--- config.mk ---
export PLATFORM = sky130hd
export DESIGN_NAME = hskbus_uart_tx
export DESIGN_NICKNAME = d
export VERILOG_FILES = /design/src/rtl/hskbus_uart_tx.sv
export SDC_FILE = /design/constraint.sdc
export NUM_CORES = 1
export LEC_CHECK = 0
export CAP_MARGIN = 20
export CORE_ASPECT_RATIO = 0.7
export CORE_MARGIN = 3
export CORE_UTILIZATION = 59
export DETAILED_ROUTE_END_ITERATION = 8
export GPL_TIMING_DRIVEN = 0
export PLACE_DENSITY = 0.82
export SETUP_SLACK_MARGIN = 0.15
export SLEW_MARGIN = 30
export SYNTH_ARGS = -nofsm -noshare
export SYNTH_HDL_FRONTEND = slang
export SYNTH_SLANG_ARGS = --single-unit
--- constraint.sdc ---
create_clock -name clk_i -period 3.72 [get_ports clk_i]
set_input_delay 0.744 -clock clk_i [delete_from_list [all_inputs] [get_ports clk_i]]
set_output_delay 0.744 -clock clk_i [all_outputs]
set_load 0.02 [all_outputs]
--- src/rtl/hskbus_uart_tx.sv ---
// 8N1 transmitter for the housekeeping bus return line. A packet's first byte is held off until the bus is quiet; tx_o goes low the cycle after accept.
// Each byte takes 10*CLKS_PER_BIT clocks. s_tready_o is low while a byte is on the wire. Optional HSKBUS_TX_COLLISION_EN adds mid-bit collision abort and packet drain.
module hskbus_uart_tx #(
  parameter int CLKS_PER_BIT = 160,
  parameter int IDLE_BITS    = 10
) (
  input  logic       clk_i,
  input  logic       rst_n_i,
  input  logic [7:0] s_tdata_i,
  input  logic       s_tvalid_i,
  input  logic       s_tlast_i,
  output logic       s_tready_o,
  input  logic       bus_rx_i,
  output logic       tx_o,
  output logic       busy_o,
  output logic [7:0] tx_bytes_o,
  output logic       collision_o
);
  localparam int QUIET_MAX = IDLE_BITS * CLKS_PER_BIT;
  localparam int QW = $clog2(QUIET_MAX + 1);
  localparam int CW = $clog2(CLKS_PER_BIT);
  localparam logic [QW-1:0] QUIET_SAT = QW'(QUIET_MAX);
  localparam logic [CW-1:0] BIT_LAST  = CW'(CLKS_PER_BIT - 1);

`ifdef HSKBUS_TX_COLLISION_EN
  // Synchronized line lags the wire by two clocks, so look two clocks past mid-bit.
  localparam logic [CW-1:0] SAMPLE_AT = CW'((CLKS_PER_BIT / 2 + 2 < CLKS_PER_BIT) ?
                                            CLKS_PER_BIT / 2 + 2 : CLKS_PER_BIT - 1);
  typedef enum logic [2:0] {S_IDLE, S_START, S_DATA, S_STOP, S_DRAIN} state_t;
`else
  typedef enum logic [1:0] {S_IDLE, S_START, S_DATA, S_STOP} state_t;
`endif

  state_t          state_q, state_d;
  logic            in_pkt_q, in_pkt_d;
  logic [7:0]      data_q, data_d;
  logic [2:0]      bit_q, bit_d;
  logic [CW-1:0]   cnt_q, cnt_d;
  logic            tx_q, tx_d;
  logic [7:0]      bytes_q, bytes_d;
  logic            rx_s1_q, rx_s2_q;
  logic [QW-1:0]   quiet_q, quiet_d;
  logic            quiet_ok;
  logic            bit_end;
  logic            accept;

  assign quiet_ok   = (quiet_q == QUIET_SAT);
  assign bit_end    = (cnt_q == BIT_LAST);
  assign tx_o       = tx_q;
  assign tx_bytes_o = bytes_q;
  assign busy_o     = in_pkt_q || (state_q != S_IDLE);

`ifdef HSKBUS_TX_COLLISION_EN
  logic coll_q, coll_d;
  assign collision_o = coll_q;
`else
  assign collision_o = 1'b0;
`endif

  always_comb begin
    state_d    = state_q;
    in_pkt_d   = in_pkt_q;
    data_d     = data_q;
    bit_d      = bit_q;
    cnt_d      = cnt_q;
    tx_d       = tx_q;
    bytes_d    = bytes_q;
    s_tready_o = 1'b0;
    accept     = 1'b0;
    quiet_d    = !rx_s2_q ? '0 : (quiet_ok ? quiet_q : quiet_q + 1'b1);
`ifdef HSKBUS_TX_COLLISION_EN
    coll_d     = 1'b0;
`endif
    case (state_q)
      S_IDLE: begin
        s_tready_o = in_pkt_q || quiet_ok;
        accept     = s_tvalid_i && s_tready_o;
        if (accept) begin
          data_d   = s_tdata_i;
          in_pkt_d = !s_tlast_i;
          cnt_d    = '0;
          tx_d     = 1'b0;
          state_d  = S_START;
        end
      end
      S_START: begin
        cnt_d = bit_end ? '0 : cnt_q + 1'b1;
        if (bit_end) begin
          tx_d    = data_q[0];
          data_d  = {1'b0, data_q[7:1]};
          bit_d   = 3'd0;
          state_d = S_DATA;
        end
      end
      S_DATA: begin
        cnt_d = bit_end ? '0 : cnt_q + 1'b1;
        if (bit_end) begin
          if (bit_q == 3'd7) begin
            tx_d    = 1'b1;
            state_d = S_STOP;
          end else begin
            tx_d   = data_q[0];
            data_d = {1'b0, data_q[7:1]};
            bit_d  = bit_q + 1'b1;
          end
        end
      end
      S_STOP: begin
        cnt_d = bit_end ? '0 : cnt_q + 1'b1;
        if (bit_end) begin
          bytes_d = bytes_q + 8'd1;
          state_d = S_IDLE;
        end
      end
`ifdef HSKBUS_TX_COLLISION_EN
      S_DRAIN: begin
        s_tready_o = 1'b1;
        accept     = s_tvalid_i;
        if (accept && s_tlast_i) begin
          in_pkt_d = 1'b0;
          state_d  = S_IDLE;
        end
      end
`endif
      default: state_d = S_IDLE;
    endcase
`ifdef HSKBUS_TX_COLLISION_EN
    // Someone else pulled the line low under our bit: back off and discard the rest of the packet.
    if ((state_q == S_START || state_q == S_DATA || state_q == S_STOP) &&
        cnt_q == SAMPLE_AT && !rx_s2_q) begin
      coll_d  = 1'b1;
      tx_d    = 1'b1;
      cnt_d   = '0;
      bytes_d = bytes_q;
      state_d = in_pkt_q ? S_DRAIN : S_IDLE;
    end
`endif
  end

  always_ff @(posedge clk_i) begin
    if (!rst_n_i) begin
      state_q  <= S_IDLE;
      in_pkt_q <= 1'b0;
      data_q   <= 8'd0;
      bit_q    <= 3'd0;
      cnt_q    <= '0;
      tx_q     <= 1'b1;
      bytes_q  <= 8'd0;
      rx_s1_q  <= 1'b1;
      rx_s2_q  <= 1'b1;
      quiet_q  <= '0;
`ifdef HSKBUS_TX_COLLISION_EN
      coll_q   <= 1'b0;
`endif
    end else begin
      state_q  <= state_d;
      in_pkt_q <= in_pkt_d;
      data_q   <= data_d;
      bit_q    <= bit_d;
      cnt_q    <= cnt_d;
      tx_q     <= tx_d;
      bytes_q  <= bytes_d;
      rx_s1_q  <= bus_rx_i;
      rx_s2_q  <= rx_s1_q;
      quiet_q  <= quiet_d;
`ifdef HSKBUS_TX_COLLISION_EN
      coll_q   <= coll_d;
`endif
    end
  end
endmodule
==> out/summary.log, run 1 <==
qor: setup_path.crit_path_max_fanout 6
qor: clock_tree.clk_path_buf_depth 2
qor: clock_tree.post-cts-setup-buffer-count 0
qor: cells_and_area.area.growth.synth_to_final 17.6%
qor: clock_tree.cts_resized 0
qor: global_route.global_route.usage.total 22.2%
qor: cells_and_area.footprint_of_the_flip_flops_and_latches 881 µm²
qor: clock_tree.clkLatencyLatePin 0.30 ns
qor: global_route.grt_pass1_vias 1686
qor: placed_design.final_estimated_routing_congestion_in_global_placement 0.803
qor: clock_tree.cts.hold.buffers_added 0
qor: global_route.first_pass_grt_wire_length 7.77 mm
qor: worst_hold_path.min-delay-path-class flip-flop to flip-flop
qor: sta.final-setup-viol-count 0
qor: cells_and_area.layout-drive-gt1-share 5.05%
qor: route.routed_wire_length_per_instance 13.8 µm
qor: clock_tree.clock_pin_slew_worst_setup_and_hold_paths 0.08 ns
qor: synth.synth_edf_count 0
qor: setup_path.rrSetupSlack 1.48 ns
qor: placed_design.port_buffers 23
qor: floorplanning.die_w 78.3 µm
qor: floorplanning.start_util 65.0%
qor: power_and_ir_drop.power.static_leakage 0.922 nW
qor: run_status.run_status finished, final reports clean
qor: synth.netlist-cell-type-count 43
qor: clock_tree.cts_made_buffers 5
qor: floorplanning.boundaryPins 25
qor: power_and_ir_drop.power.density_cell_area 325 nW/µm²
qor: cells_and_area.multi_input_comb_area 1190 µm²
qor: synth.yosys-top-cells-area sky130_fd_sc_hd__dfxtp_1, sky130_fd_sc_hd__ha_1, sky130_fd_sc_hd__mux2i_1
qor: synth.synth_register_bits 44
qor: global_route.grt-ovfl-total 0
qor: setup_path.start_kind flip-flop
qor: sta.timing.final.crit_period 3.03 ns
qor: run.max_cap_violations 0
qor: synth.synthCells 246
qor: setup_path.timing_worst_setup_path_type flip-flop to primary output
qor: clock_tree.cts_max_level 2
qor: setup_path.critPathArrivalTime 2.29 ns
qor: synth.synth-warning-count 0
qor: synth.synth_top_cell_by_area sky130_fd_sc_hd__dfxtp_1
qor: cells_and_area.final_net_count 300
qor: route.vias 1811
qor: sta.rsz0062_at_grt no
qor: floorplanning.die_span_y 56.6 µm
qor: sta.timing.slew.headroom 34.0%
qor: route.antenna_violating_nets_post_route 0
qor: floorplanning.core_region_area 3320 µm²
qor: synth.synth_seq_area_share 40.8%
qor: route.detail_route.drc_violations 0
qor: global_route.maximum_number_of_pins_on_one_net_before_global_route_repair 13
qor: clock_tree.root_buffer sky130_fd_sc_hd__clkbuf_8
qor: sta.fmax 330 MHz
qor: setup_path.end_kind primary output
qor: synth.synth.cells.most_frequent sky130_fd_sc_hd__dfxtp_1, sky130_fd_sc_hd__nor2_1, sky130_fd_sc_hd__nand2_1
qor: route.detail_route.wirelength 4.47 mm
qor: sta.tightest_slew 0.983 ns
qor: synth.yosysMostFrequentCell sky130_fd_sc_hd__dfxtp_1
qor: sta.timing.final.crit_share 81.6%
qor: route.first_pass_iters 5
qor: sta.report.final.slew_viol_count 0
qor: floorplanning.die-area 4430 µm²
qor: floorplanning.placement_rows 17
qor: synth.syn_area 2160 µm²
qor: synth.synthDominantCellAreaShare 40.8%
qor: synth.synth_fp_nets 270
qor: sta.finalClockSkew 0.00777 ns
qor: cells_and_area.final.fill_count 258
qor: sta.hold_violations 0
qor: power_and_ir_drop.finalPower 0.000825 W
qor: cells_and_area.n_antenna_cell 0
qor: clock_tree.clock_sink_count 44
qor: route.drt-initial-drc-count 66
qor: sta.fin_setup_tns 0 ns
qor: synth.synth_async_sr_flop_share 0%
qor: synth.synth_flop_cell sky130_fd_sc_hd__dfxtp_1
qor: power_and_ir_drop.ir_worst_vdd 0.280 mV
qor: setup_path.cp.required 2.98 ns
qor: clock_tree.cts_tree built
qor: synth.syn_area_per_cell 8.77 µm²
qor: placed_design.dp_hpwl 3.22 mm
qor: route.detail_route.vias_per_cell 5.59
qor: global_route.antenna_violations_before_repair 0
==> layout make-up <==
type | count | share of cell area (%)
Clock buffer | 8 | 3.55
Timing Repair Buffer | 23 | 9.07
Multi-Input combinational cell | 183 | 46.7
Tap cell | 47 | 2.32
Inverter | 9 | 1.33
Buffer | 10 | 2.27
Sequential cell | 44 | 34.7
==> kinds of logic (layout without fill, tap and decap cells) <==
family / count (synthesis) / after routing / share of synthesized area [%]
buf+inv: 19 / 50 / 4.23
fa+ha+maj: 11 / 11 / 6.38
other cells: 1 / 1 / 0.174
compound gates: 33 / 33 / 10.6
mux: 13 / 13 / 6.03
xor+xnor: 16 / 16 / 6.49
flops: 44 / 44 / 40.8
simple gates: 109 / 109 / 25.3
==> worst max-delay path, cell delays in order, from the launching register on <==
cell	delay, ns
sky130_fd_sc_hd__dfxtp_1	0.35
sky130_fd_sc_hd__or4b_1	0.61
sky130_fd_sc_hd__o31ai_4	0.26
sky130_fd_sc_hd__and2_2	0.18
sky130_fd_sc_hd__clkdlybuf4s50_1	0.59
==> layer usage <==
| layer | share of wire (%) | wire [µm] | vias to the layer above | global-route usage (%) |
|---|---|---|---|---|
| li1 | - | - | 911 | - |
| met1 | 48 | 2150 | 836 | 28.6 |
| met2 | 45 | 1990 | 51 | 35.4 |
| met3 | 5.0 | 223 | 13 | 7.37 |
| met4 | 2.2 | 98 | 0 | 6.48 |
| met5 | 0 | 0 | - | 0 |
==> report_power, final <==
| part | switching, W | leakage, nW | total (W) | internal, W |
|---|---|---|---|---|
| registers | 0.00000383 | 0.355 | 0.000478 | 0.000474 |
| logic | 0.0000200 | 0.521 | 0.0000411 | 0.0000211 |
| clock network | 0.000154 | 0.0455 | 0.000306 | 0.000152 |
| total | 0.000178 | 0.922 | 0.000825 | 0.000647 |
==> cell usage in the layout, fill, tap and decap left out, types with 5 or more instances in the layout <==
master	instances
sky130_fd_sc_hd__ha_1	11
sky130_fd_sc_hd__a21oi_1	6
sky130_fd_sc_hd__xnor2_1	8
sky130_fd_sc_hd__nor2_1	33
sky130_fd_sc_hd__mux2i_1	13
sky130_fd_sc_hd__clkdlybuf4s50_1	23
sky130_fd_sc_hd__xor2_1	8
sky130_fd_sc_hd__nand2b_1	10
sky130_fd_sc_hd__nand2_1	25
sky130_fd_sc_hd__o211ai_1	8
sky130_fd_sc_hd__inv_1	8
sky130_fd_sc_hd__dfxtp_1	44
sky130_fd_sc_hd__clkbuf_8	6
sky130_fd_sc_hd__nand3_1	11
sky130_fd_sc_hd__clkbuf_1	8
sky130_fd_sc_hd__nor3_1	5
sky130_fd_sc_hd__and3_1	6
sky130_fd_sc_hd__o21ai_0	7
sky130_fd_sc_hd__nand4_1	5
==> worst paths after layout <==
check	startpoint	end	cells after the start
max	quiet_q[2]	s_tready_o	4
min	rx_s1_q	rx_s2_q	1
max reg2reg	cnt_q[0]	data_q[2]	7
min reg2reg	rx_s1_q	rx_s2_q	1
==> registers in the layout, summed over array words and instances, names as in the netlist <==
signal      count
bit_q           3
cnt_q           8
data_q          8
in_pkt_q        1
quiet_q        11
rx_s1_q         1
rx_s2_q         1
state_q         2
tx_bytes_o      8
tx_o            1
==> per-stage QoR <==
step                      utilization (%)  worst slack (ns)  std cells  cell area (µm²)  hold WS, ns
after floorplan                         -              1.60        246             2160        0.386
after global placement               73.8              1.02        316             2450        0.410
after detailed placement             73.8             0.998        316             2450        0.416
after CTS                            76.5             0.672        324             2540        0.439
after global routing                 76.5             0.586        324             2540        0.454
final                                76.5             0.685        324             2540        0.437
Power figures use the tool's default switching activity.
==> run 2: changes to the inputs <==
--- a/config.mk
+++ b/config.mk
@@ -8,10 +8,10 @@
 export CAP_MARGIN = 20
 export CORE_ASPECT_RATIO = 0.7
 export CORE_MARGIN = 3
-export CORE_UTILIZATION = 59
+export CORE_UTILIZATION = 50
 export DETAILED_ROUTE_END_ITERATION = 8
 export GPL_TIMING_DRIVEN = 0
-export PLACE_DENSITY = 0.82
+export PLACE_DENSITY = 0.74
 export SETUP_SLACK_MARGIN = 0.15
 export SLEW_MARGIN = 30
 export SYNTH_ARGS = -nofsm -noshare
==> constraint.sdc (replaced) <==
create_clock -name clk_i -period 2.65 [get_ports clk_i]
set_input_delay 0.53 -clock clk_i [delete_from_list [all_inputs] [get_ports clk_i]]
set_output_delay 0.53 -clock clk_i [all_outputs]
set_load 0.02 [all_outputs]
==> run 2 against run 1 <==
Effect of this change:
- die area up 16%
- power up 49%
- cell area up 1.6%
- sequential power up 40%
- clock-buffer cell count down 2
- utilization down 13 points
- combinational power up 36%
- global-route usage down 4.4 points
- non-clock buffer count up 1
- worst setup slack worse by 0.48 ns
- sequential cell count unchanged
- critical path type unchanged
- largest power group unchanged
- highest routed layer unchanged
==> out/summary.log, run 2 (synthesized netlist as in run 1, its figures left out) <==
qor: route.detail_route.drc_violations 0
qor: floorplanning.boundaryPins 25
qor: power_and_ir_drop.power.static_leakage 0.946 nW
qor: cells_and_area.n_antenna_cell 0
qor: cells_and_area.layout.cell_area.non_filler 2580 µm²
qor: sta.timing.final.crit_share 92.3%
qor: route.first_pass_iters 4
qor: worst_hold_path.min-delay-path-class flip-flop to flip-flop
qor: floorplanning.start_util 53.4%
qor: sta.timing.slew.headroom 55.2%
qor: setup_path.critical_path.top_delay_family simple AND/OR/NAND/NOR gates
qor: clock_tree.cts_made_buffers 5
qor: sta.postLayoutSetupSlackWorst 0.204 ns
qor: clock_tree.clock_sink_count 44
qor: global_route.global_route.usage.total 17.8%
qor: floorplanning.die_w 84.5 µm
qor: route.drt-initial-drc-count 77
qor: run.max_cap_violations 0
qor: clock_tree.clkLatencyLatePin 0.30 ns
qor: power_and_ir_drop.power.density_cell_area 476 nW/µm²
qor: global_route.grt-ovfl-total 0
qor: global_route.first_pass_grt_wire_length 7.22 mm
qor: setup_path.critPathArrivalTime 1.92 ns
qor: setup_path.crit_path_max_fanout 6
qor: power_and_ir_drop.sequentialPowerShare 54.6%
qor: route.detail_route.wirelength 4.32 mm
qor: route.vias 1764
qor: placed_design.dp_hpwl 3.05 mm
qor: placed_design.dp_cells 321
qor: power_and_ir_drop.net_switching_fraction_of_the_power 20.7%
qor: floorplanning.placement_rows 19
qor: clock_tree.cts.hold.buffers_added 0
qor: floorplanning.die_span_y 61.0 µm
qor: cells_and_area.multi_input_comb_area 1190 µm²
qor: clock_tree.clock_pin_slew_worst_setup_and_hold_paths 0.08 ns
qor: sta.timing.final.crit_period 2.45 ns
qor: cells_and_area.footprint_of_the_flip_flops_and_latches 881 µm²
qor: sta.hold_violations 0
qor: power_and_ir_drop.internal_power 0.000974 W
qor: placed_design.port_buffers 23
qor: cells_and_area.final_net_count 301
qor: run_status.run_status finished, final reports clean
qor: cells_and_area.area.growth.synth_to_final 19.4%
qor: power_and_ir_drop.clock_power_share 40.9%
qor: route.antenna_violating_nets_post_route 0
qor: sta.report.final.slew_viol_count 0
qor: sta.finalClockSkew 0.00771 ns
qor: clock_tree.cts_tree built
qor: cells_and_area.largest_register_ff_count 11
qor: setup_path.timing.critical_path.cells or4b_4 -> o31ai_4 -> and2_2 -> clkdlybuf4s15_2
qor: clock_tree.cts_max_level 2
qor: placed_design.final_estimated_routing_congestion_in_global_placement 0.819
qor: placed_design.detailedPlace.worstSlack 0.141 ns
qor: sta.fmax 409 MHz
qor: cells_and_area.finish.cell_count_without_fillers 330
qor: power_and_ir_drop.comb_power_share 4.6%
qor: global_route.grt_pass1_vias 1572
qor: setup_path.timing_worst_setup_path_type flip-flop to primary output
qor: power_and_ir_drop.p_sw 0.000254 W
qor: setup_path.maximum_single_stage_delay_on_the_critical_path 0.59 ns
qor: sta.rsz0062_at_grt no
qor: floorplanning.die-area 5150 µm²
qor: cells_and_area.leading_cell_type_in_the_layout_fill_and_taps_excluded sky130_fd_sc_hd__dfxtp_1
qor: clock_tree.root_buffer sky130_fd_sc_hd__clkbuf_8
qor: setup_path.cp.required 2.12 ns
qor: cells_and_area.final.fill_count 339
qor: placed_design.post_dp_cell_area 2450 µm²
qor: cells_and_area.layout.cells.most_common_list sky130_fd_sc_hd__dfxtp_1, sky130_fd_sc_hd__nor2_1, sky130_fd_sc_hd__nand2_1, sky130_fd_sc_hd__clkdlybuf4s50_1, sky130_fd_sc_hd__mux2i_1
qor: setup_path.crit_slowest_cell sky130_fd_sc_hd__or4b_4
qor: clock_tree.clk_path_buf_depth 2
qor: route.detail_route.vias_per_cell 5.35
qor: route.routed_wire_length_per_instance 13.1 µm
qor: setup_path.timing.critical_path.buf_inv 1
qor: sta.tightest_slew 0.667 ns
qor: setup_path.end_kind primary output
qor: sta.final-setup-viol-count 0
qor: cells_and_area.largest_register quiet_q
qor: floorplanning.core_region_area 4040 µm²
qor: cells_and_area.layout-drive-gt1-share 6.83%
qor: global_route.maximum_number_of_pins_on_one_net_before_global_route_repair 14
qor: power_and_ir_drop.ir_worst_vdd 0.255 mV
qor: global_route.antenna_violations_before_repair 0
qor: sta.fin_setup_tns 0 ns
qor: setup_path.start_kind flip-flop
-- run 2: per-layer routing --
layer / share of wire (%) / up-vias / track usage (%)
met5: 0 / - / 0
met4: 1.7 / 0 / 8.13
li1: - / 911 / -
met3: 4.2 / 8 / 4.61
met1: 52 / 815 / 24.7
met2: 42 / 30 / 26.1
-- run 2: power by group through the flow --
stage / Combinational [W] / Sequential, W / Clock (W)
after floorplan: 0.0000297 / 0.000684 / 0
after global placement: 0.0000559 / 0.000685 / 0
after detailed placement: 0.0000562 / 0.000686 / 0
after CTS: 0.0000566 / 0.000670 / 0.000519
after global routing: 0.0000620 / 0.000671 / 0.000543
final: 0.0000560 / 0.000670 / 0.000502
-- run 2: cell type report --
class | count | share of cell area [%]
Multi-Input combinational cell | 183 | 46.4
Clock inverter | 2 | 1.36
Timing Repair Buffer | 24 | 9.22
Inverter | 9 | 1.31
Buffer | 10 | 2.23
Sequential cell | 44 | 34.2
Tap cell | 52 | 2.52
Clock buffer | 6 | 2.82
-- run 2: final timing paths --
check / to / depth (start not counted) / slack, ns / startpoint
max: s_tready_o / 4 / 0.20 / quiet_q[2]
min: rx_s2_q / 1 / 0.42 / rx_s1_q
max reg2reg: data_q[0] / 7 / 0.40 / quiet_q[2]
min reg2reg: rx_s2_q / 1 / 0.42 / rx_s1_q
-- run 2: per-stage QoR --
step | util (%) | hold WS (ns) | power (W)
after floorplan | - | 0.386 | 0.000714
after global placement | 60.7 | 0.413 | 0.000741
after detailed placement | 60.7 | 0.401 | 0.000742
after CTS | 63.4 | 0.423 | 0.00125
after global routing | 63.8 | 0.451 | 0.00128
final | 63.8 | 0.417 | 0.00123
-- run 2: timing repair --
action | 4_1_cts | 5_1_grt
gates resized for setup | 4 | 1
buffers inserted | 0 | 1
endpoints found under the setup margin | 2 | 1
pin swaps | 0 | 1
-- run 2: worst reg2reg max path: cells and delay by family (launching register included) --
| family | cells | cell delay (ns) |
|---|---|---|
| compound gates | 2 | 0.38 |
| buf+inv | 2 | 0.39 |
| flops | 1 | 0.37 |
| mux | 1 | 0.20 |
| simple gates | 2 | 0.86 |
